===== config.mk =====
export PLATFORM = sky130hd
export DESIGN_NAME = i2c_burst_write_master
export DESIGN_NICKNAME = d
export VERILOG_FILES = /design/src/rtl/i2c_pkg.sv /design/src/rtl/i2c_tick_gen.sv /design/src/rtl/i2c_burst_write_master.sv
export SDC_FILE = /design/constraint.sdc
export NUM_CORES = 1
export LEC_CHECK = 0
export BUFFER_PORTS_ARGS = -buffer_cell sky130_fd_sc_hd__buf_2
export CAP_MARGIN = 10
export CORE_AREA = 2 2 95 88
export CTS_CLUSTER_DIAMETER = 200
export CTS_CLUSTER_SIZE = 8
export DETAILED_ROUTE_END_ITERATION = 8
export DIE_AREA = 0 0 97 90
export PLACE_DENSITY = 0.68
export SETUP_SLACK_MARGIN = 0.2
export SLEW_MARGIN = 0
export SYNTH_ARGS = -nofsm -noshare
export SYNTH_HDL_FRONTEND = slang
export SYNTH_SLANG_ARGS = --single-unit
export TNS_END_PERCENT = 5

===== constraint.sdc =====
create_clock -name clk -period 3.2 [get_ports clk]
set_input_delay 0.64 -clock clk [delete_from_list [all_inputs] [get_ports clk]]
set_output_delay 0.64 -clock clk [all_outputs]
set_load 0.005 [all_outputs]

===== src/rtl/i2c_pkg.sv =====
// Shared types and sizing helpers for the I2C burst write master.
package i2c_pkg;

   typedef enum logic [2:0] {
      ST_IDLE,
      ST_START,
      ST_BIT,
      ST_ACK,
      ST_STOP,
      ST_DELAY,
      ST_DONE
   } state_t;

   localparam logic [1:0] PH0 = 2'd0;
   localparam logic [1:0] PH1 = 2'd1;
   localparam logic [1:0] PH2 = 2'd2;
   localparam logic [1:0] PH3 = 2'd3;

   // Widest payload supported (2 reg-addr + 4 data bytes); delay code is its all-ones slice.
   localparam int unsigned MAX_PAYLOAD_W = 48;
   localparam logic [MAX_PAYLOAD_W-1:0] DELAY_CODE = '1;

   function automatic int unsigned payload_w(input int unsigned ra_bytes, input int unsigned d_bytes);
      return 8 * (ra_bytes + d_bytes);
   endfunction

   function automatic int unsigned nbytes(input int unsigned ra_bytes, input int unsigned d_bytes);
      return 1 + ra_bytes + d_bytes;
   endfunction

endpackage


===== src/rtl/i2c_tick_gen.sv =====
// SCL quarter-period tick divider; cleared while disabled, frozen during clock stretch.
module i2c_tick_gen #(
   parameter int unsigned CLK_DIV = 125
) (
   input  logic clk,
   input  logic reset,
   input  logic enable,
   input  logic freeze,
   output logic tick_c
);

   localparam int unsigned DW = (CLK_DIV > 1) ? $clog2(CLK_DIV) : 1;

   logic [DW-1:0] div;

   assign tick_c = enable && !freeze && (div == DW'(CLK_DIV - 1));

   always_ff @(posedge clk) begin
      if (reset || !enable) begin
         div <= '0;
      end else if (!freeze) begin
         div <= tick_c ? '0 : div + DW'(1);
      end
   end

endmodule


===== src/rtl/i2c_burst_write_master.sv =====
// I2C write master: START, address+W, register/data bytes, STOP; NACK abort, stretch and delay command.
module i2c_burst_write_master
   import i2c_pkg::*;
#(
   parameter int unsigned CLK_DIV        = 125,
   parameter int unsigned REG_ADDR_BYTES = 1,
   parameter int unsigned DATA_BYTES     = 1,
   parameter int unsigned DELAY_TICKS    = 200,
   localparam int unsigned PAYLOAD_W     = payload_w(REG_ADDR_BYTES, DATA_BYTES)
) (
   input  logic                 clk,
   input  logic                 reset,
   input  logic                 start,
   input  logic [6:0]           sl_addr,
   input  logic [PAYLOAD_W-1:0] payload,
   input  logic                 sda_in,
   input  logic                 scl_in,
   output logic                 scl_oe,
   output logic                 sda_oe,
   output logic                 busy,
   output logic                 done,
   output logic                 nack
);

   localparam int unsigned NBYTES    = nbytes(REG_ADDR_BYTES, DATA_BYTES);
   localparam int unsigned BIW       = $clog2(NBYTES + 1);
   localparam int unsigned DLY_TOTAL = 4 * DELAY_TICKS;
   localparam int unsigned DCW       = $clog2(DLY_TOTAL);

   state_t               state;
   logic [1:0]           phase;
   logic [2:0]           bit_idx;
   logic [BIW-1:0]       byte_idx;
   logic [7:0]           shreg;
   logic [PAYLOAD_W-1:0] pay_sr;
   logic [DCW-1:0]       delay_cnt;
   logic                 tick_c;
   logic                 tick_en_c;
   logic                 freeze_c;

   assign tick_en_c = (state != ST_IDLE) && (state != ST_DONE);
   // A slave holding SCL low during the released phase stalls the bit.
   assign freeze_c  = ((state == ST_BIT) || (state == ST_ACK)) && (phase == PH1) && !scl_in;

   i2c_tick_gen #(.CLK_DIV(CLK_DIV)) u_tick_gen (
      .clk    (clk),
      .reset  (reset),
      .enable (tick_en_c),
      .freeze (freeze_c),
      .tick_c (tick_c)
   );

   // Line enables are updated on the same edge as the phase they belong to.
   always_ff @(posedge clk) begin
      if (reset) begin
         state     <= ST_IDLE;
         phase     <= PH0;
         bit_idx   <= '0;
         byte_idx  <= '0;
         shreg     <= '0;
         pay_sr    <= '0;
         delay_cnt <= '0;
         scl_oe    <= 1'b0;
         sda_oe    <= 1'b0;
         busy      <= 1'b0;
         done      <= 1'b0;
         nack      <= 1'b0;
      end else begin
         done <= 1'b0;
         if (start && !busy) begin
            pay_sr    <= payload;
            shreg     <= {sl_addr, 1'b0};
            bit_idx   <= '0;
            byte_idx  <= '0;
            phase     <= PH0;
            delay_cnt <= '0;
            scl_oe    <= 1'b0;
            sda_oe    <= 1'b0;
            busy      <= 1'b1;
            nack      <= 1'b0;
            state     <= (payload == DELAY_CODE[PAYLOAD_W-1:0]) ? ST_DELAY : ST_START;
         end else if (tick_c || (state == ST_DONE)) begin
            case (state)
               ST_START: begin
                  unique case (phase)
                     PH0:     begin phase <= PH1; sda_oe <= 1'b1; end
                     PH1:     begin phase <= PH2; scl_oe <= 1'b1; end
                     default: begin
                        state  <= ST_BIT;
                        phase  <= PH0;
                        sda_oe <= ~shreg[7];
                     end
                  endcase
               end
               ST_BIT: begin
                  unique case (phase)
                     PH0: begin phase <= PH1; scl_oe <= 1'b0; end
                     PH1: phase <= PH2;
                     PH2: begin phase <= PH3; scl_oe <= 1'b1; end
                     PH3: begin
                        phase <= PH0;
                        if (bit_idx == 3'd7) begin
                           state   <= ST_ACK;
                           sda_oe  <= 1'b0;
                           bit_idx <= '0;
                        end else begin
                           bit_idx <= bit_idx + 3'd1;
                           shreg   <= {shreg[6:0], 1'b0};
                           sda_oe  <= ~shreg[6];
                        end
                     end
                  endcase
               end
               ST_ACK: begin
                  unique case (phase)
                     PH0: begin phase <= PH1; scl_oe <= 1'b0; end
                     PH1: phase <= PH2;
                     PH2: begin phase <= PH3; scl_oe <= 1'b1; nack <= sda_in; end
                     PH3: begin
                        phase <= PH0;
                        // Abort on NACK only once SCL is low again, so SDA never moves under a high SCL.
                        if (nack || (byte_idx == BIW'(NBYTES - 1))) begin
                           state  <= ST_STOP;
                           sda_oe <= 1'b1;
                        end else begin
                           state    <= ST_BIT;
                           byte_idx <= byte_idx + BIW'(1);
                           shreg    <= pay_sr[PAYLOAD_W-1 -: 8];
                           pay_sr   <= pay_sr << 8;
                           sda_oe   <= ~pay_sr[PAYLOAD_W-1];
                        end
                     end
                  endcase
               end
               ST_STOP: begin
                  unique case (phase)
                     PH0:     begin phase <= PH1; scl_oe <= 1'b0; end
                     PH1:     begin phase <= PH2; sda_oe <= 1'b0; end
                     default: begin
                        state <= ST_DONE;
                        phase <= PH0;
                        busy  <= 1'b0;
                        done  <= 1'b1;
                     end
                  endcase
               end
               ST_DELAY: begin
                  if (delay_cnt == DCW'(DLY_TOTAL - 1)) begin
                     state <= ST_DONE;
                     busy  <= 1'b0;
                     done  <= 1'b1;
                  end else begin
                     delay_cnt <= delay_cnt + DCW'(1);
                  end
               end
               ST_DONE: state <= ST_IDLE;
               default: state <= ST_IDLE;
            endcase
         end
      end
   end

endmodule


# Yosys cells after proc, flatten, opt, wreduce, memory -nomap -nowiden
# Index checks and enable logic that the tools add are counted.
[word_totals]
memories = 0
wordCells = 146
ramBits = 0
rom_bits = 0
regBits = 56
latchBits = 0
inputBits = 28
out_inout_bits = 5
[op_classes]
n_reduce_logical = 42
div = 0
eq_ne = 33
bitwise_logic = 6
n_shift = 0
n_addsub = 4
multipliers = 0
order_cmp = 0
muxes = 47
[ops]
columns = ["operator", "n"]
rows = [
  ["$mux 16", 5],
  ["$mux 8", 6],
  ["$mux 3", 11],
  ["$ne 3x3->1 const B", 6],
  ["$reduce_and 6->1", 3],
  ["$eq 16x16->1 const B", 1],
  ["$pmux 8 s2", 1],
  ["$pmux 3 s5", 1],
  ["$ne 2x2->1 const B", 7],
  ["$mux 1", 13],
  ["$eq 3x3->1 const B", 4],
  ["$ne 3x1->1 const B", 4],
  ["$reduce_and 4->1", 3],
  ["$reduce_bool 3->1", 4],
  ["$add 10x1->10 const B", 1],
  ["$eq 10x10->1 const B", 1],
  ["$reduce_bool 2->1", 5],
  ["$reduce_and 3->1", 3],
  ["$pmux 1 s2", 4],
  ["$pmux 2 s2", 2],
  ["$pmux 2 s4", 1],
  ["$reduce_or 2->1", 4],
  ["$add 7x1->7 const B", 1],
  ["$eq 7x7->1 const B", 1],
  ["other kinds (20)", 40],
]

# Logic depth before layout (Yosys ltp)
# Gate-level depths: netlist of run 1.
[depth]
depth_word = 10
ltp_mapped = 9
depth_no_buf = 7

# Cells and area by module
# From an unflattened synthesis of run 1, not the netlist that was laid out.
[unflattened]
hier_cells = 353
hier_area_um2 = 3052.9
[modules_own_cells]
columns = ["mod", "seq_area_each_um2", "area_each_um2", "cells_per_inst", "instances"]
rows = [
  ["i2c_burst_write_master", 980.9, 2685.1, 310, 1],
  ["i2c_tick_gen", 140.1, 367.9, 43, 1],
]

# Worst setup path after synthesis of run 1
# OpenSTA, ideal clock, no wires.
[synth_path]
kind = "input to register"
from = "in scl_in"
to = "reg delay_cnt[0]"
setup_slack_ns = 1.138
required_ns = 3.072
stages = 7
t_arrival_ns = 1.934
setup_ns = 0.128
n_path_buf = 2
path_cell_list = "or4bb_2 > clkbuf_1 > nand4b_1 > buf_4 > nor2_1 > xnor2_1 > nor2_1"
[synth_via]
elab_chain_cells = 7
[synth_lines]
columns = ["item", "line_no", "source"]
rows = [
  ["start: declaration", "i2c_burst_write_master.sv:17", "input logic scl_in,"],
  ["$logic_not 1->1", "i2c_burst_write_master.sv:43", "assign freeze_c = ((state == ST_BIT) || (state == ST_ACK)) && (phase == PH1) && !scl_in;"],
  ["$logic_and 1x1->1", "i2c_burst_write_master.sv:43", ""],
  ["$logic_not 1->1", "n/a", ""],
  ["$logic_and 1x1->1 (2 in a row)", "i2c_tick_gen.sv:16", "assign tick_c = enable && !freeze && (div == DW'(CLK_DIV - 1));"],
  ["$logic_or 1x1->1", "i2c_burst_write_master.sv:82", "end else if (tick_c || (state == ST_DONE)) begin"],
  ["$reduce_and 3->1 (no source line)", "n/a", ""],
  ["end signal: assignment", "i2c_burst_write_master.sv:153", "delay_cnt <= delay_cnt + DCW'(1);"],
  ["end: declaration", "i2c_burst_write_master.sv:36", "logic [DCW-1:0] delay_cnt;"],
]
# No other way between the ends.
# A chain may end at the register's enable or synchronous reset.

# Worst setup path after layout of run 1
[layout_path]
from = "reg phase[1]"
to = "reg pay_sr[10]"
[layout_via]
elab_chain_cells = 9
elab_cells_between_ends = 11
cone_classes = "2 x eq/ne; 9 x reduce/logical"
[layout_lines]
columns = ["item", "line_no", "source"]
rows = [
  ["start: declaration", "i2c_burst_write_master.sv:31", "logic [1:0] phase;"],
  ["start signal: assignment", "i2c_burst_write_master.sv:57", "phase <= PH0;"],
  ["start signal: assignment", "i2c_burst_write_master.sv:75", "phase <= PH0;"],
  ["start signal: assignment", "i2c_burst_write_master.sv:86", "PH0: begin phase <= PH1; sda_oe <= 1'b1; end"],
  ["$eq 2x1->1", "i2c_burst_write_master.sv:43", ""],
  ["$logic_and 1x1->1 (2 in a row)", "i2c_burst_write_master.sv:43", ""],
  ["$logic_not 1->1", "n/a", ""],
  ["$logic_and 1x1->1 (2 in a row)", "i2c_tick_gen.sv:16", ""],
  ["$logic_or 1x1->1", "i2c_burst_write_master.sv:82", ""],
  ["$reduce_bool 2->1 (no source line)", "n/a", ""],
  ["$reduce_and 4->1 (no source line) *", "n/a", ""],
  ["end signal: assignment", "i2c_burst_write_master.sv:71", "pay_sr <= payload;"],
  ["end signal: assignment", "i2c_burst_write_master.sv:129", "pay_sr <= pay_sr << 8;"],
  ["end: declaration", "i2c_burst_write_master.sv:35", "logic [PAYLOAD_W-1:0] pay_sr;"],
]
# Mark *: on every way between the ends. The rest lies on a longest branch, timed or not.

==> results_dict.tcl, run 1 <==
set metrics [dict create \
    dr.pass1.iters 4 \
    period_needed_ns 2.48 \
    setup_tns_ns 0 \
    design_area_mm2 0.00333 \
    dp_cells 467 \
    cts.path.max_buffers 2 \
    antenna_left 0 \
    synth.distinct_cells 56 \
    dpl.hpwl_um 4730 \
    grt_max_degree 37 \
    synth-edff-count 0 \
    cp-start-kind "register" \
    cts_made_buffers 5 \
    num-fill-cells 770 \
    placed_area_mm2 0.00325 \
    status "finished, final reports clean" \
    critPathMaxStageDelay_ns 0.68 \
    crit_slowest_cell "and4_1" \
    critPathKind "register to register" \
    clock_skew_ns 0.00812 \
    n_antenna_cell 0 \
    grt_usage 0.155 \
    syn-instance-count 353 \
    grt-ovfl-total 0 \
    drv_cap 0 \
    cts_num_sinks 56 \
    post_cts_resized 0 \
    finalSetupViolCount 0 \
    drt_iter0_drc 162 \
    htree_levels 2 \
    grt_first_pass_wirelength_um 11600 \
    slew_headroom 0.503 \
    cp_max_fo 18 \
    cp.arrival_ns 2.70 \
    nets 414 \
    worstSetupEndpointType "register" \
    cts_tree "yes" \
    min_period_over_period 0.776 \
    clk_latency_ns 0.31 \
    fmax_ghz 0.403 \
    area_growth_pct 9.86 \
    rsz0062_at_grt "no" \
    worstPathRequired_ns 3.42 \
    p_per_area_mw_per_mm2 367 \
    path_clk_slew_ns 0.10 \
    hold_viol 0 \
    syn_nets 392 \
    root_buffer "clkbuf_8" \
    grt_antenna_before_repair 0 \
    via_per_inst 5.51 \
    synth_seq_cells 56 \
    cp_cell_sequence "inv_1 -> ha_1 -> and4bb_2 -> nor3_4 -> and4_1 -> nor3_1 -> nor4_1" \
    slew_violations 0 \
    core_area_mm2 0.00780 \
    drive_gt1_frac 0.165 \
    postCtsHoldBufs 0 \
    synth_flop_cell "dfxtp_1" \
    min_path_type "register to register" \
    layoutNonFillerInstCount 474 \
    start_util 0.389 \
    yosysWarnings 0 \
    grt_pass1_vias 2478 \
    io_pins 33 \
    syn_area_per_cell_um2 8.59 \
    wl_per_cell_um 14.2 \
    final_util 0.427 \
    postCtsSetupRepairBufs 0 \
    chipHeight_um 90 \
    via_count 2614 \
    p_leak_nw 1.23 \
    async_flop_share 0 \
    yosysSeqAreaShare 0.370 \
    syn_area_mm2 0.00303 \
    drc_errors 0 \
    peakVddDrop_mv 0.162 \
    die-area_mm2 0.00873 \
    fp-row-count 31 \
    tightest_slew_ns 0.739 \
    gp_congestion 0.832 \
    routed_wl_um 6730 \
    portBuffers 32 \
    die_w_um 97 \
]
[final timing paths]
path,slack [ns],endpoint,from,cells past startpoint
setup / recovery,0.72,pay_sr[10],phase[1],7
setup reg to reg,0.72,pay_sr[10],phase[1],7
hold / removal,0.47,shreg[0],shreg[0],2
hold reg to reg,0.47,shreg[0],shreg[0],2
[critical path: cells and delay by family (launching register included)]
kind                     cells  cell delay, ns
AND/OR/NAND/NOR              5            1.65
adder cells (fa/ha/maj)      1            0.24
flip-flops                   1            0.39
buffers and inverters        1            0.09
[registers in the layout, summed over array words and instances, names as in the netlist]
signal,flops
shreg,8
pay_sr,16
phase,2
busy,1
bit_idx,3
sda_oe,1
nack,1
scl_oe,1
done,1
u_tick_gen.div,7
state,3
delay_cnt,10
byte_idx,2
[report_power, final]
group | total [W] | switching (W) | internal (W)
clock network | 0.000369 | 0.000219 | 0.000150
registers | 0.000732 | 0.0000139 | 0.000718
logic | 0.000120 | 0.0000685 | 0.0000516
total | 0.00122 | 0.000302 | 0.000920
[cells in the final DEF, fill, tap and decap left out, drive strengths merged, types with 7 or more instances in the layout]
cell type,netlist,layout
dfxtp,56,56
nor2,46,46
buf,4,37
nand2,26,26
nor3,25,25
a21oi,13,13
inv,12,12
mux2i,11,11
nor4,11,11
ha,11,11
xnor2,10,10
nand4,10,10
nand4b,9,9
nand3,8,8
a2bb2oi,8,8
o311ai,8,8
nand3b,7,7
o21ai,7,7
[synth_stat cells, types with 3 or more instances]
| cell type | instances | area share |
|---|---|---|
| nand2b_1 | 3 | 0.0062 |
| nand3_1 | 8 | 0.013 |
| o311ai_0 | 6 | 0.017 |
| nand2_1 | 26 | 0.032 |
| nand4b_1 | 9 | 0.026 |
| xnor2_1 | 10 | 0.029 |
| or3_1 | 6 | 0.012 |
| xor2_1 | 5 | 0.014 |
| nor4_1 | 11 | 0.023 |
| a2bb2oi_1 | 8 | 0.023 |
| o21ai_0 | 7 | 0.012 |
| nand4_1 | 9 | 0.019 |
| clkbuf_1 | 17 | 0.021 |
| or2_2 | 3 | 0.0062 |
| nor3_1 | 24 | 0.040 |
| nor2_1 | 46 | 0.057 |
| a21oi_1 | 11 | 0.018 |
| nand3b_1 | 7 | 0.017 |
| mux2i_1 | 11 | 0.036 |
| dfxtp_1 | 56 | 0.37 |
| ha_1 | 11 | 0.045 |
| inv_1 | 12 | 0.015 |
| a211oi_1 | 3 | 0.0074 |
[kinds of logic after synthesis]
kind of cell               Yosys count  synth area share
AOI/OAI and AO/OA                   55             0.146
muxes                               11            0.0363
buffers and inverters               34            0.0487
and+or+nand+nor                    171             0.310
adders and majority gates           11            0.0454
DFF                                 56             0.370
xor gates and xnor gates            15            0.0433
[per-layer routing]
layer,vias up,GRT usage,share of wire
met5,-,0,0
met4,0,0.0387,0.011
met3,7,0.0272,0.027
met2,47,0.259,0.47
met1,1232,0.208,0.49
li1,1328,-,-
[metrics by stage]
step	setup slack, ns	hold WS (ns)	total power, W
final	0.718	0.465	0.00122
after global routing	0.390	0.502	0.00127
after CTS	0.720	0.468	0.00124
after detailed placement	0.723	0.454	0.000869
after global placement	0.813	0.440	0.000865
after floorplan	1.14	0.432	0.000823
[layout make-up]
cell class	instances	area [um^2]	area share
multi-input combinational	263	1770	0.530
sequential	56	1120	0.337
timing repair buffer	37	198	0.0594
tap	99	124	0.0372
clock buffer	6	72.6	0.0218
inverter	12	45.0	0.0135
clock inverter	1	5.00	0.00150
Power figures use the tool's default switching activity.
==> run 2, diff against run 1 <==
ABC_AREA = 1   (was unset)
CORE_AREA = 2 2 97 90   (was 2 2 95 88)
DIE_AREA = 0 0 99 92   (was 0 0 97 90)
clock period = 2.58 ns   (was 3.2 ns; I/O delays follow)
==> run 2 against run 1 <==
Against the previous run: area after synthesis up 3.9%; critical path type unchanged; via count rose by 15%; global-route usage up 0.73 points; synthesized cell count increased by 35%.
==> results_dict.tcl, run 2 <==
set metrics [dict create \
    status "finished, final reports clean" \
    grt.busiest_layer "met2" \
    min_period_over_period 0.770 \
    tightest_slew_ns 0.479 \
    synth_most_common_cell "nand2_1" \
    fmax_ghz 0.503 \
    finalSetupViolCount 0 \
    min_path_type "input port to register" \
    fp-row-count 32 \
    path_clk_slew_ns 0.10 \
    hold_end "pay_sr[5]" \
    min_from "payload[5]" \
    cp-start-kind "register" \
    post_cts_resized 0 \
    r2r-start "phase[1]" \
    area_growth_pct 10.6 \
    drv_cap 0 \
    postCtsHoldBufs 0 \
    cts_num_sinks 56 \
    hold_depth 3 \
    p_leak_nw 1.45 \
    via_count 3003 \
    chipHeight_um 92 \
    critPathKind "register to register" \
    antenna_left 0 \
    clk_latency_ns 0.32 \
    worstSetupEndpointType "register" \
    synth_flop_cell "dfxtp_1" \
    cp.arrival_ns 2.21 \
    syn_area_per_cell_um2 6.63 \
    worstPathRequired_ns 2.80 \
    num-fill-cells 869 \
    syn-instance-count 475 \
    via_per_inst 4.96 \
    postCtsSetupRepairBufs 0 \
    cts.path.max_buffers 2 \
    cp_max_fo 25 \
    routed_wl_um 7190 \
    slew_violations 0 \
    clock_skew_ns 0.0119 \
    grtUsageMet3 0.0412 \
    grt_pass1_vias 2769 \
    r2r_slack_ns 0.59 \
    die-area_mm2 0.00911 \
    grt-ovfl-total 0 \
    drt_iter0_drc 160 \
    die_w_um 99 \
    grtUsageMet2 0.270 \
    n_antenna_cell 0 \
    io_pins 33 \
    root_buffer "clkbuf_8" \
    rsz0062_at_grt "no" \
    synth_seq_cells 56 \
    p_per_area_mw_per_mm2 463 \
    dpl.hpwl_um 5440 \
    htree_levels 2 \
    use_met1 0.209 \
    synth_top_area_share 0.356 \
    period_needed_ns 1.99 \
    synth_common_cells "124 x nand2_1, 56 x dfxtp_1, 55 x nor2_1, 43 x nand3_1, 40 x a21oi_1" \
    start_util 0.384 \
    syn_area_mm2 0.00315 \
    grt_max_degree 29 \
    layoutNonFillerInstCount 606 \
    dp_cells 598 \
    slew_headroom 0.680 \
    dr.pass1.iters 4 \
    setup_tns_ns 0 \
    grt_antenna_before_repair 0 \
    portBuffers 32 \
    ys_top_cells_by_area "dfxtp_1 36%, nand2_1 15%, nand3_1 6.8%" \
    largest_reg_flops 16 \
    drc_errors 0 \
    async_flop_share 0 \
    syn_nets 514 \
    top_regs "pay_sr x16, delay_cnt x10, shreg x8" \
    drive_gt1_frac 0.133 \
    final_common_cell "nand2_1" \
    r2r-end "shreg[5]" \
    peakVddDrop_mv 0.204 \
    rr_worst_depth 12 \
    wl_per_cell_um 11.9 \
    nets 542 \
    synth.distinct_cells 39 \
    yosysSeqAreaShare 0.356 \
    yosysWarnings 0 \
    grt_first_pass_wirelength_um 12200 \
    gp_congestion 0.897 \
    final_cell_mix "124 x nand2_1, 56 x dfxtp_1, 54 x nor2_1, 43 x nand3_1, 40 x a21oi_1" \
    synth-edff-count 0 \
    grt_usage 0.163 \
    placed_area_mm2 0.00340 \
    top_register "pay_sr" \
    hold_viol 0 \
    core_area_mm2 0.00821 \
    design_area_mm2 0.00349 \
    synth_largest_area_cell "dfxtp_1" \
    cts_tree "yes" \
    cts_made_buffers 5 \
]
## run 2: area by class of cell
type	count	area, um^2	area share
Inverter	46	175	0.0503
Clock buffer	7	76.3	0.0219
Clock inverter	1	8.76	0.00251
Tap cell	102	128	0.0366
Multi-Input combinational cell	357	1780	0.510
Sequential cell	56	1120	0.322
Timing Repair Buffer	37	198	0.0567
## run 2: how the worst max path moves through the flow
| stage | start | to | slack (ns) | depth (start not counted) |
|---|---|---|---|---|
| 2_1_floorplan | delay_cnt[0] | state[0] | 0.88 | 8 |
| 3_3_place_gp | phase[1] | shreg[7] | 0.66 | 12 |
| 3_5_place_dp | phase[1] | shreg[5] | 0.59 | 12 |
| 4_1_cts | phase[1] | shreg[5] | 0.59 | 12 |
| 5_1_grt | phase[1] | shreg[4] | 0.36 | 12 |
| 6_report | phase[1] | shreg[5] | 0.59 | 12 |
## run 2: logic make-up after synthesis
kind of cell / Yosys count / synth area share
buffers and inverters: 62 / 0.0802
XOR/XNOR: 6 / 0.0167
flip-flops: 56 / 0.356
AO/OA/AOI/OAI: 74 / 0.123
adder cells (fa/ha/maj): 11 / 0.0437
AND/OR/NAND/NOR: 266 / 0.380
## run 2: report_power, final
group          switching (W)  total [W]  internal (W)
clock               0.000299   0.000495      0.000195
sequential         0.0000233   0.000916      0.000893
combinational       0.000129   0.000202     0.0000727
total               0.000452    0.00161       0.00116
## run 2: stage by stage
step / power [W] / utilization / hold slack (ns) / setup slack [ns]
global route: 0.00170 / 0.425 / 0.441 / 0.355
finish: 0.00161 / 0.425 / 0.449 / 0.593
CTS: 0.00162 / 0.425 / 0.448 / 0.586
floorplan: 0.00107 / - / 0.443 / 0.883
detailed placement: 0.00114 / 0.414 / 0.463 / 0.587
global placement: 0.00114 / 0.414 / 0.454 / 0.664
## run 2: critical path: stages (launching register included)
cell     delay (ns)
dfxtp_1        0.37
inv_1          0.09
ha_1           0.26
nand2_1        0.13
nor2_4         0.05
nor2_4         0.13
nand2_4        0.09
nand2_4        0.24
nand2_1        0.12
nand2_2        0.14
inv_2          0.09
nor2_1         0.12
nor2_1         0.05
## run 2: metal layers
layer / vias to the layer above / wire (um)
met5: - / 0
met4: 0 / 137
met3: 12 / 365
met2: 74 / 3200
met1: 1309 / 3490
li1: 1608 / -
